<file path="src/rtl/gf2_parity_accumulator_if.sv">
// Stream bundle for the GF(2) parity accumulator: product-vector input and parity-word output.
// The master side drives products and consumes parity; the slave side is the accumulator.
interface gf2_parity_accumulator_if #(
    parameter int unsigned P = 8
);
    logic         in_valid;
    logic         in_ready;
    logic [P-1:0] in_prod;
    logic         in_last;
    logic         out_valid;
    logic         out_ready;
    logic [P-1:0] out_parity;
    logic         len_err;

    modport master (
        output in_valid,
        output in_prod,
        output in_last,
        output out_ready,
        input  in_ready,
        input  out_valid,
        input  out_parity,
        input  len_err
    );

    modport slave (
        input  in_valid,
        input  in_prod,
        input  in_last,
        input  out_ready,
        output in_ready,
        output out_valid,
        output out_parity,
        output len_err
    );
endinterface

</file>
<file path="src/rtl/gf2_parity_accumulator.sv">
// XOR-accumulates K product vectors per block into a P-bit parity word and presents it
// on a valid/ready output; flags blocks whose in_last marker disagrees with the beat count.
module gf2_parity_accumulator #(
    parameter int unsigned K = 16,
    parameter int unsigned P = 8
) (
    input logic                           clk,
    input logic                           rst_n,
    input logic                           clr,
    gf2_parity_accumulator_if.slave       bus
);
    localparam int unsigned CntW = (K > 2) ? $clog2(K) : 1;
    localparam logic [CntW-1:0] CntLast = CntW'(K - 1);

    logic [P-1:0]    acc_q, acc_d;
    logic [CntW-1:0] cnt_q, cnt_d;
    logic [P-1:0]    out_reg_q, out_reg_d;
    logic            out_valid_q, out_valid_d;
    logic            len_err_q, len_err_d;

    logic accept;
    logic last_beat;
    logic consume;

    // Output register may only be refilled once its current word is gone or leaving now.
    assign bus.in_ready   = !out_valid_q || bus.out_ready;
    assign bus.out_valid  = out_valid_q;
    assign bus.out_parity = out_reg_q;
    assign bus.len_err    = len_err_q;

    assign accept    = bus.in_valid && bus.in_ready;
    assign last_beat = (cnt_q == CntLast);
    assign consume   = out_valid_q && bus.out_ready;

    always_comb begin
        acc_d       = acc_q;
        cnt_d       = cnt_q;
        out_reg_d   = out_reg_q;
        out_valid_d = out_valid_q;
        len_err_d   = 1'b0;

        if (clr) begin
            acc_d       = '0;
            cnt_d       = '0;
            out_reg_d   = '0;
            out_valid_d = 1'b0;
        end else begin
            if (consume) begin
                out_valid_d = 1'b0;
            end
            if (accept) begin
                len_err_d = (bus.in_last != last_beat);
                if (last_beat) begin
                    out_reg_d   = acc_q ^ bus.in_prod;
                    out_valid_d = 1'b1;
                    acc_d       = '0;
                    cnt_d       = '0;
                end else begin
                    acc_d = acc_q ^ bus.in_prod;
                    cnt_d = cnt_q + CntW'(1);
                end
            end
        end
    end

    always_ff @(posedge clk or negedge rst_n) begin
        if (!rst_n) begin
            acc_q       <= '0;
            cnt_q       <= '0;
            out_reg_q   <= '0;
            out_valid_q <= 1'b0;
            len_err_q   <= 1'b0;
        end else begin
            acc_q       <= acc_d;
            cnt_q       <= cnt_d;
            out_reg_q   <= out_reg_d;
            out_valid_q <= out_valid_d;
            len_err_q   <= len_err_d;
        end
    end
endmodule

</file>
<file path="src/flat_wrapper.sv">
// flat-port wrapper written by rule: the top's interface ports become plain ports
module gf2_parity_accumulator_flat 
#(
    parameter int unsigned K = 16,
    parameter int unsigned P = 8
)
  (clk, rst_n, clr, bus_in_valid, bus_in_prod, bus_in_last, bus_out_ready, bus_in_ready, bus_out_valid, bus_out_parity, bus_len_err);
  gf2_parity_accumulator_if #(.P(P)) bus_i ();
  input logic clk;
  input logic rst_n;
  input logic clr;
  input wire logic [$bits(bus_i.in_valid)-1:0] bus_in_valid;
  input wire logic [$bits(bus_i.in_prod)-1:0] bus_in_prod;
  input wire logic [$bits(bus_i.in_last)-1:0] bus_in_last;
  input wire logic [$bits(bus_i.out_ready)-1:0] bus_out_ready;
  output wire logic [$bits(bus_i.in_ready)-1:0] bus_in_ready;
  output wire logic [$bits(bus_i.out_valid)-1:0] bus_out_valid;
  output wire logic [$bits(bus_i.out_parity)-1:0] bus_out_parity;
  output wire logic [$bits(bus_i.len_err)-1:0] bus_len_err;
  assign bus_i.in_valid = bus_in_valid;
  assign bus_i.in_prod = bus_in_prod;
  assign bus_i.in_last = bus_in_last;
  assign bus_i.out_ready = bus_out_ready;
  assign bus_in_ready = bus_i.in_ready;
  assign bus_out_valid = bus_i.out_valid;
  assign bus_out_parity = bus_i.out_parity;
  assign bus_len_err = bus_i.len_err;
  gf2_parity_accumulator #(.K(K), .P(P)) u_core (.clk(clk), .rst_n(rst_n), .clr(clr), .bus(bus_i));
endmodule
</file>
<file path="config.mk">
export PLATFORM = sky130hd
export DESIGN_NAME = gf2_parity_accumulator_flat
export DESIGN_NICKNAME = d
export VERILOG_FILES = /design/src/rtl/gf2_parity_accumulator_if.sv /design/src/rtl/gf2_parity_accumulator.sv /design/src/flat_wrapper.sv
export SDC_FILE = /design/constraint.sdc
export NUM_CORES = 1
export LEC_CHECK = 0
export CORE_ASPECT_RATIO = 0.7
export CORE_MARGIN = 4
export CORE_UTILIZATION = 44
export CTS_CLUSTER_DIAMETER = 150
export CTS_CLUSTER_SIZE = 40
export DETAILED_ROUTE_END_ITERATION = 6
export GPL_TIMING_DRIVEN = 0
export PLACE_DENSITY_LB_ADDON = 0.25
export SYNTH_ARGS = -nofsm -noshare
export SYNTH_HDL_FRONTEND = slang
export SYNTH_SLANG_ARGS = --single-unit
</file>
<file path="constraint.sdc">
create_clock -name clk -period 3.4 [get_ports clk]
set_input_delay 0.34 -clock clk [delete_from_list [all_inputs] [get_ports clk]]
set_output_delay 0.34 -clock clk [all_outputs]
set_load 0.05 [all_outputs]
</file>
==> metrics.md, run 1 <==
| Metric | Value |
|---|---|
| CTS max path bufs | 2 |
| First DRT Iteration DRCs | 73 |
| Avg Cell Area, Syn | 9.669 um2 |
| CTS-repair resized insts | 0 |
| # Max-Cap Violations | 0 |
| Int Pwr | 0.4625 mW |
| EDFF count, synth | 0 |
| Worst reg-to-reg path cell count | 4 |
| Hpwl dp | 2266 um |
| Met3 GRT Util | 5.019% |
| Ys Warns | 0 |
| Die height | 51.85 um |
| Fmax achieved | 0.3755 GHz |
| First-pass GRT wire length | 5492 um |
| Final setup vio count | 0 |
| Port-buffer cells | 24 |
| Syn nets | 140 |
| ANT cells | 0 |
| CTS hold repair buffers | 0 |
| Logic gate share of total power | 12.6% |
| Post-CTS setup buffers | 0 |
| Actual slew at the worst max-slew pin | 1044 ps |
| CTS buffer count | 3 |
| Fin. Hold Viols | 0 |
| Tmin final | 2663 ps |
| Share of the synthesized area in the top cell type | 45.55% |
| Period utilization | 78.33% |
| Util after Layout | 61.68% |
| Post-route DRC violation count | 0 |
| Synthesized area | 0.001209 mm2 |
| Synth top area cells | dfrtp_1 (46%), a31oi_1 (8.3%), xnor2_1 (6.5%) |
| Sequential Power Share | 46.5% |
| Critical Path AT | 2320 ps |
| WHS Path Cells | 2 |
| Most instantiated library cell after synthesis | dfrtp_1 |
| Endpoint type of the worst setup path | output pin |
| Initial antenna violation count | 0 |
| GRT Overall Usage | 19.45% |
| CTS tree | built |
| Synthesis-to-layout area growth | 29.30% |
| Crit-path max FO | 10 |
| Worst min path class | flop to flop |
| Worst setup SP type | input port |
| Seq/Total Area, Yosys | 45.55% |
| Worst Path Required | 3060 ps |
| Layout cells sized above 1 | 7.843% |
| Synth Register Bits | 22 |
| Skew final | 6.126 ps |
| I/O pin count | 25 |
| Core area | 0.002534 mm2 |
| Grt total ovfl | 0 |
| Largest net degree at the start of global routing | 23 |
| Fin. max-slew vios | 0 |
| GRT met1 Usage | 24.34% |
| Net switching power | 0.1347 mW |
| Post-synth top area cell | dfrtp_1 |
| Leak pwr | 0.6055 nW |
| Status | completed |
| Non-filler cells, final | 187 |
| CTS root buf | clkbuf_8 |
| RSZ-0062 raised after global routing | no |
| CTS H-tree depth | 1 |
| Clk_lat worst skew | 270 ps |
| Most used DFF post-synth | dfrtp_1 |
| Cell variety after synth | 24 |
| Sw frac | 22.55% |
| Cell row count | 15 |
| Vias in the first global route | 1200 |
| Gpl congestion | 0.8187 |
| DR vias | 1137 |
| Post-DRT Antenna Nets | 0 |
| # nets final | 169 |
| Cells after synthesis | 125 |
| Vias/cell | 6.080 |
| Setup TNS | 0 ps |
| Grt met2 use | 32.92% |
| Starting density of the core | 47.70% |
| Global routing's busiest layer | met2 |
| Per-cell routed wire length | 17.42 um |
| Post-synth top cells | dfrtp_1 (22), a31oi_1 (16), a21oi_1 (13) |
| CTS clk-pin slew, worst paths | 80 ps |
| Pwr dens | 382.1 mW/mm2 |
| Total length of routed wires | 3257 um |
| CP Class | input port to output pin |
| Clk sinks | 22 |
| Inst Count DP | 183 |
| Clock power frac | 40.9% |
| DRT Pass-1 Iters | 4 |
| Die area | 0.003663 mm2 |
| Async set-reset flop share out of synthesis | 100.0% |
| Relative slew slack | 30.21% |
| Worst IR drop on VDD | 0.3076 mV |
| Die width | 70.65 um |
-- placed cells by master, fill, tap and decap left out --
master	Yosys	routed
inv_1	1	1
mux2_2	1	1
buf_2	4	4
nor2b_1	9	9
clkbuf_1	7	7
nand3_1	3	3
clkbuf_8	0	3
or4_1	2	2
nand2_1	2	2
clkdlybuf4s50_1	0	24
a211oi_1	8	8
nor4_1	1	1
nor2_1	2	2
ha_1	1	1
a31oi_1	16	16
and3_1	1	1
o21ai_0	2	2
xnor2_1	9	9
clkinv_1	1	1
buf_6	1	1
nand4_1	8	8
o31ai_1	9	9
nor3_2	1	1
nor2b_4	1	1
a21oi_1	13	13
bufinv_16	0	1
dfrtp_1	22	22
-- registers in the layout, indices dropped and copies added (netlist names) --
signal	flops
u_core.acc_q	8
u_core.bus.len_err	1
u_core.cnt_q	4
u_core.bus.out_valid	1
u_core.bus.out_parity	8
-- path summary, 6_finish.rpt --
check / from / to / slack [ps]
min: u_core.acc_q[4] / u_core.acc_q[4] / 580
min in group asynchronous: rst_n / u_core.cnt_q[2] / 640
max in group asynchronous: rst_n / u_core.bus.out_parity[5] / 2130
max reg2reg: u_core.cnt_q[0] / u_core.bus.out_parity[1] / 1580
max: bus_out_ready / bus_in_ready / 740
min reg2reg: u_core.acc_q[4] / u_core.acc_q[4] / 580
-- power by group through the flow --
| stage | clock network, mW | registers [mW] | logic (mW) |
|---|---|---|---|
| 2_1_floorplan | 0 | 0.283 | 0.0383 |
| 3_3_place_gp | 0 | 0.282 | 0.0723 |
| 3_5_place_dp | 0 | 0.283 | 0.0748 |
| 4_1_cts | 0.251 | 0.277 | 0.0751 |
| 5_1_grt | 0.264 | 0.278 | 0.0823 |
| 6_report | 0.245 | 0.278 | 0.0750 |
-- critical path: stages --
cell,delay (ps)
clkdlybuf4s50_1,510
nor2b_4,50
buf_6,130
clkinv_1,170
buf_2,280
clkdlybuf4s50_1,850
-- per-stage QoR --
step           total power, mW  worst slack (ps)  cell area, um2  hold WS [ps]
4_1_cts                 0.6039             733.3            1563         581.5
2_1_floorplan           0.3208              1642            1209         44.41
3_5_place_dp            0.3574             736.3            1491         570.2
5_1_grt                 0.6244             637.1            1563         605.5
6_report                0.5971             736.6            1563         581.5
3_3_place_gp            0.3541             780.2            1491         555.1
-- cells by family after synthesis --
logic type / synth area share [%]
compound gates: 25.05
xor+xnor: 6.522
fa+ha+maj: 1.035
buf+inv: 5.383
flops: 45.55
mux: 0.9316
simple gates: 15.53
-- per-layer routing --
layer,up-vias,wire [um]
li1,535,-
met1,559,1468
met2,39,1574
met3,4,189
met4,0,25
met5,-,0
-- layout make-up --
class                   instances  area (um2)
plain buffers                  12       57.56
clock buffers                   3       41.29
clock inverters                 1       30.03
fillers                       234       970.9
inverters                       2       7.507
multi-input cells              89       593.1
flip-flops and latches         22       550.5
well taps                      34       42.54
repair buffers                 24       240.2
(Power assumes the default switching activity.)
==> run 2: changes to the inputs <==
==> constraint.sdc (replaced) <==
create_clock -name clk -period 2.25 [get_ports clk]
set_input_delay 0.225 -clock clk [delete_from_list [all_inputs] [get_ports clk]]
set_output_delay 0.225 -clock clk [all_outputs]
set_load 0.05 [all_outputs]
==> run 2 against run 1 <==
Against the previous run:
- hold slack worse by 59 ps
- critical path depth stayed put
- utilization is 0.20 points lower
- non-clock buffer count stayed put
- wire length is 0.31% lower
- critical path type unchanged
- largest power group unchanged
==> metrics.md, run 2 (same netlist as run 1, synthesis figures left out) <==
| Metric | Value |
|---|---|
| Status | completed |
| Endpoint type of the worst setup path | output pin |
| CTS root buf | clkbuf_8 |
| Slowest stage delay, CP | 450 ps (-400 ps) |
| Tmin final | 1959 ps |
| First DRT Iteration DRCs | 73 (unchanged) |
| Period utilization | 87.05% |
| DR vias | 1135 (-0.18%) |
| Crit-path max FO | 10 (unchanged) |
| Post-CTS setup buffers | 0 (unchanged) |
| Worst min path class | input port to asynchronous set/reset pin |
| First-pass GRT wire length | 5492 um (unchanged) |
| Commonest non-fill, non-tap cells in the layout | clkdlybuf4s50_1 (23), dfrtp_1 (22), a31oi_1 (16) |
| R2R Setup Slk | 430 ps (-1150 ps) |
| GRT Overall Usage | 19.45% (unchanged) |
| Post-DRT Antenna Nets | 0 (unchanged) |
| Die width | 70.65 um (unchanged) |
| Fmax achieved | 0.5106 GHz |
| CTS tree | built |
| CTS max path bufs | 2 (unchanged) |
| Per-cell routed wire length | 17.36 um (-0.31%) |
| ANT cells | 0 (unchanged) |
| Worst hold margin | 522.8 ps (-58.70 ps) |
| Grt total ovfl | 0 (unchanged) |
| Core area | 0.002534 mm2 (unchanged) |
| Clk_lat worst skew | 270 ps (about the same) |
| Gpl congestion | 0.8187 (unchanged) |
| Util after Layout | 61.48% (-0.20 points) |
| I/O pin count | 25 (unchanged) |
| Relative slew slack | 30.43% (+0.22 points) |
| Largest net degree at the start of global routing | 23 (unchanged) |
| Worst IR drop on VDD | 0.4647 mV (+51%) |
| Vias/cell | 6.070 (-0.18%) |
| Critical-path cell list | clkdlybuf4s50_1 > nor2b_4 > buf_6 > clkinv_1 > buf_2 > clkbuf_2 |
| # Max-Cap Violations | 0 (unchanged) |
| Actual slew at the worst max-slew pin | 1040 ps (-3.288 ps) |
| DRT Pass-1 Iters | 4 (unchanged) |
| Fin. Hold Viols | 0 (unchanged) |
| Port-buffer cells | 24 (unchanged) |
| Hpwl dp | 2266 um (unchanged) |
| CP Class | input port to output pin |
| CTS clk-pin slew, worst paths | 80 ps (about the same) |
| Worst setup SP type | input port |
| CTS H-tree depth | 1 (unchanged) |
| CTS buffer count | 3 (unchanged) |
| Total length of routed wires | 3247 um (-0.31%) |
| Starting density of the core | 47.70% (unchanged) |
| Die height | 51.85 um (unchanged) |
| Synthesis-to-layout area growth | 28.88% |
| Skew final | 6.126 ps (-0.00003000 ps) |
| Layout cells sized above 1 | 8.497% (+0.65 points) |
| Worst Path Required | 2030 ps (-1030 ps) |
| Initial antenna violation count | 0 (unchanged) |
| # nets final | 169 (unchanged) |
| Fin. max-slew vios | 0 (unchanged) |
| Most common cell after layout, fill and taps aside | clkdlybuf4s50_1 |
| Worst path slowest cell | clkdlybuf4s50_1 |
| Cell row count | 15 (unchanged) |
| Pwr dens | 579.2 mW/mm2 (+52%) |
| Leak pwr | 0.6047 nW (-0.13%) |
| Vias in the first global route | 1200 (unchanged) |
| Die area | 0.003663 mm2 (unchanged) |
| Clk sinks | 22 (unchanged) |
| Critical Path AT | 1730 ps (-590 ps) |
| Final setup vio count | 0 (unchanged) |
| Post-route DRC violation count | 0 (unchanged) |
| RSZ-0062 raised after global routing | no |
[run 2: critical path, delay by kind of cell]
family / cells / cell delay [ps]
buffers and inverters: 5 / 1390
and+or+nand+nor: 1 / 120
[run 2: final timing paths]
| check | from | end | cells past startpoint |
|---|---|---|---|
| max reg2reg | u_core.cnt_q[0] | u_core.bus.out_parity[1] | 4 |
| min reg2reg | u_core.acc_q[4] | u_core.acc_q[4] | 2 |
| min in group clk | u_core.acc_q[4] | u_core.acc_q[4] | 2 |
| max | bus_out_ready | bus_in_ready | 6 |
| max in group asynchronous | rst_n | u_core.bus.out_parity[5] | 1 |
| min | rst_n | u_core.cnt_q[2] | 1 |
[run 2: cell type report]
| type | instances | area, um2 |
|---|---|---|
| Buffer | 12 | 57.56 |
| Inverter | 2 | 7.507 |
| Clock inverter | 1 | 30.03 |
| Timing Repair Buffer | 24 | 235.2 |
| Fill cell | 235 | 975.9 |
| Sequential cell | 22 | 550.5 |
| Clock buffer | 3 | 41.29 |
| Multi-Input combinational cell | 89 | 593.1 |
| Tap cell | 34 | 42.54 |
[run 2: metrics by stage]
stage / setup TNS [ps] / instance area [um2] / setup slack, ps / power [mW] / cells
2_1_floorplan: 0 / 1209 / 500.9 / 0.4848 / 125
3_3_place_gp: -139.8 / 1491 / -139.8 / 0.5351 / 183
3_5_place_dp: -183.7 / 1491 / -183.7 / 0.5401 / 183
4_1_cts: 0 / 1562 / 96.35 / 0.9125 / 187
5_1_grt: 0 / 1558 / 192.1 / 0.9435 / 187
6_report: 0 / 1558 / 291.3 / 0.9023 / 187
[run 2: power breakdown]
group	total, mW	internal, mW	switching, mW
clock network	0.369	0.238	0.132
registers	0.419	0.407	0.0122
logic	0.113	0.0538	0.0596
total	0.902	0.699	0.203
[run 2: what timing repair did]
action                     CTS  global route
setup endpoints to repair    1             1
pin swaps                    0             0
gates resized for setup      1             2
hold buffers                 0             0
[run 2: routing by layer]
layer | wire [um] | up-vias | track usage (%)
met5 | 0 | - | 0
met4 | 25 | 0 | 6.875
met3 | 182 | 4 | 5.019
met2 | 1563 | 38 | 32.92
met1 | 1475 | 558 | 24.34
li1 | - | 535 | -
==> run 3: changes to the inputs <==
--- a/config.mk
+++ b/config.mk
@@ -5,9 +5,11 @@
 export SDC_FILE = /design/constraint.sdc
 export NUM_CORES = 1
 export LEC_CHECK = 0
+export CELL_PAD_IN_SITES_DETAIL_PLACEMENT = 2
+export CELL_PAD_IN_SITES_GLOBAL_PLACEMENT = 2
 export CORE_ASPECT_RATIO = 0.7
 export CORE_MARGIN = 4
-export CORE_UTILIZATION = 44
+export CORE_UTILIZATION = 28
 export CTS_CLUSTER_DIAMETER = 150
 export CTS_CLUSTER_SIZE = 40
 export DETAILED_ROUTE_END_ITERATION = 6
==> run 3 against run 2 <==
Against the previous run:
- combinational power grew 6%
- clock skew shrank 4.3 ps
- register-to-register slack lost 20 ps
- hold slack gained 8.1 ps
- die area grew 49%
- critical path depth shrank 1
==> metrics.md, run 3 (same netlist as run 1, synthesis figures left out) <==
| Metric | Value |
|---|---|
| Status | completed |
| Die height | 62.97 um (+21%) |
| Post-route DRC violation count | 0 (unchanged) |
| Fmax achieved | 0.4674 GHz (-8.5%) |
| First DRT Iteration DRCs | 55 (-25%) |
| Commonest non-fill, non-tap cells in the layout | clkdlybuf4s50_1 (23), dfrtp_1 (22), a31oi_1 (16) |
| Skew final | 1.801 ps (-4.325 ps) |
| CTS hold repair buffers | 0 (unchanged) |
| Fin. Hold Viols | 0 (unchanged) |
| Pwr dens | 584.9 mW/mm2 (+0.97%) |
| Leak pwr | 0.6032 nW (-0.25%) |
| Non-filler cells, final | 205 (+9.6%) |
| Worst setup SP type | flop |
| Placed Area | 0.001514 mm2 (+1.5%) |
| Initial antenna violation count | 0 (unchanged) |
| Crit-path max FO | 10 (unchanged) |
| Worst min path class | input port to asynchronous set/reset pin |
| Die area | 0.005448 mm2 (+49%) |
| CTS tree | built |
| Worst hold margin | 530.9 ps (+8.104 ps) |
| Largest net degree at the start of global routing | 23 (unchanged) |
| Critical Path AT | 1910 ps (+180 ps) |
| Layout cells sized above 1 | 8.497% (unchanged) |
| CTS max path bufs | 2 (unchanged) |
| First-pass GRT wire length | 7065 um (+29%) |
| Grt total ovfl | 0 (unchanged) |
| Setup TNS | 0 ps (unchanged) |
| GRT Overall Usage | 16.57% (-2.9 points) |
| # nets final | 169 (unchanged) |
| CTS-repair resized insts | 1 (unchanged) |
| Starting density of the core | 29.91% (-18 points) |
| ANT cells | 0 (unchanged) |
| Number of fill cells | 455 (+94%) |
| Cell row count | 19 (+4) |
| Most common cell after layout, fill and taps aside | clkdlybuf4s50_1 |
| Vias in the first global route | 1262 (+5.2%) |
| Synthesis-to-layout area growth | 31.37% |
| DRT Pass-1 Iters | 4 (unchanged) |
| DR vias | 1143 (+0.70%) |
| Post-DRT Antenna Nets | 0 (unchanged) |
| Port-buffer cells | 24 (unchanged) |
| DP Worst Slack | -203.2 ps (-19.45 ps) |
| CP Class | flop to output pin |
| Clk_lat worst skew | 270 ps (about the same) |
| Final setup vio count | 0 (unchanged) |
| Period utilization | 95.09% (+8.0 points) |
| Core area | 0.004041 mm2 (+60%) |
| Worst Path Required | 2030 ps (about the same) |
| Vias/cell | 5.576 (-8.1%) |
| CTS H-tree depth | 1 (unchanged) |
| Endpoint type of the worst setup path | output pin |
| CTS buffer count | 3 (unchanged) |
| Actual slew at the worst max-slew pin | 1081 ps (+41.17 ps) |
| Relative slew slack | 27.68% (-2.8 points) |
| CTS root buf | clkbuf_8 |
| Die width | 86.53 um (+22%) |
| I/O pin count | 25 (unchanged) |
| Clk sinks | 22 (unchanged) |
| RSZ-0062 raised after global routing | no |
| Fin. max-slew vios | 0 (unchanged) |
| Fin area | 0.001588 mm2 (+1.9%) |
| Tmin final | 2139 ps (+180.8 ps) |
| Final setup margin | 110.5 ps (-180.8 ps) |
| Hpwl dp | 2957 um (+30%) |
| # Max-Cap Violations | 0 (unchanged) |
| Per-cell routed wire length | 20.21 um (+16%) |
| Inst Count DP | 201 (+9.8%) |
| Total length of routed wires | 4144 um (+28%) |
| Worst IR drop on VDD | 0.2468 mV (-47%) |
| Gpl congestion | 0.7089 (-13%) |
| Post-CTS setup buffers | 0 (unchanged) |
| CTS clk-pin slew, worst paths | 90 ps (about the same) |
-- run 3: cell count changes in the layout (fill, tap and decap cells not counted) --
cell	before	now
clkinvlp_4	0	1
clkbuf_2	1	0
dlygate4sd2_1	0	1
clkinv_1	1	0
-- run 3: critical path, stage by stage, from the launching register on --
cell and delay [ps]:
dfrtp_1 390, nor2b_4 130, buf_6 130, clkinvlp_4 160
buf_2 260, dlygate4sd2_1 560
-- run 3: layout make-up --
cell class              count  area [um2]  share of cell area [%]
multi-input cells          89       593.1                   37.35
well taps                  52       65.06                   4.098
inverters                   2       11.26                  0.7092
clock buffers               3       41.29                   2.600
plain buffers              12       57.56                   3.625
flip-flops and latches     22       550.5                   34.67
clock inverters             1       30.03                   1.891
repair buffers             24       239.0                   15.05
-- run 3: where the power goes --
part           internal, mW  leakage [nW]  switching, mW
combinational        0.0540         0.267         0.0663
clock                 0.238        0.0357          0.151
sequential            0.407         0.300         0.0122
-- run 3: through the flow --
stage	power, mW	utilization (%)
final	0.9287	39.29
after global routing	0.9675	39.29
after CTS	0.9325	39.20
after detailed placement	0.5480	37.46
after global placement	0.5411	37.46
after floorplan	0.4848	-
-- run 3: path summary, 6_finish.rpt --
path,start,to,slack (ps),cells after the start
max,u_core.bus.out_valid,bus_in_ready,110,5
min,rst_n,u_core.cnt_q[1],530,1
max reg2reg,u_core.cnt_q[0],u_core.bus.out_parity[2],410,4
min reg2reg,u_core.acc_q[6],u_core.acc_q[6],580,2
max in group asynchronous,rst_n,u_core.bus.out_parity[1],1070,1
min in group clk,u_core.acc_q[6],u_core.acc_q[6],580,2
-- run 3: per-layer routing --
layer	GRT usage [%]	vias to the layer above	share of wire (%)
met1	23.49	585	50
met5	0	-	0
met2	26.05	21	46
li1	-	533	-
met4	2.918	0	0.56
met3	3.557	4	3.3
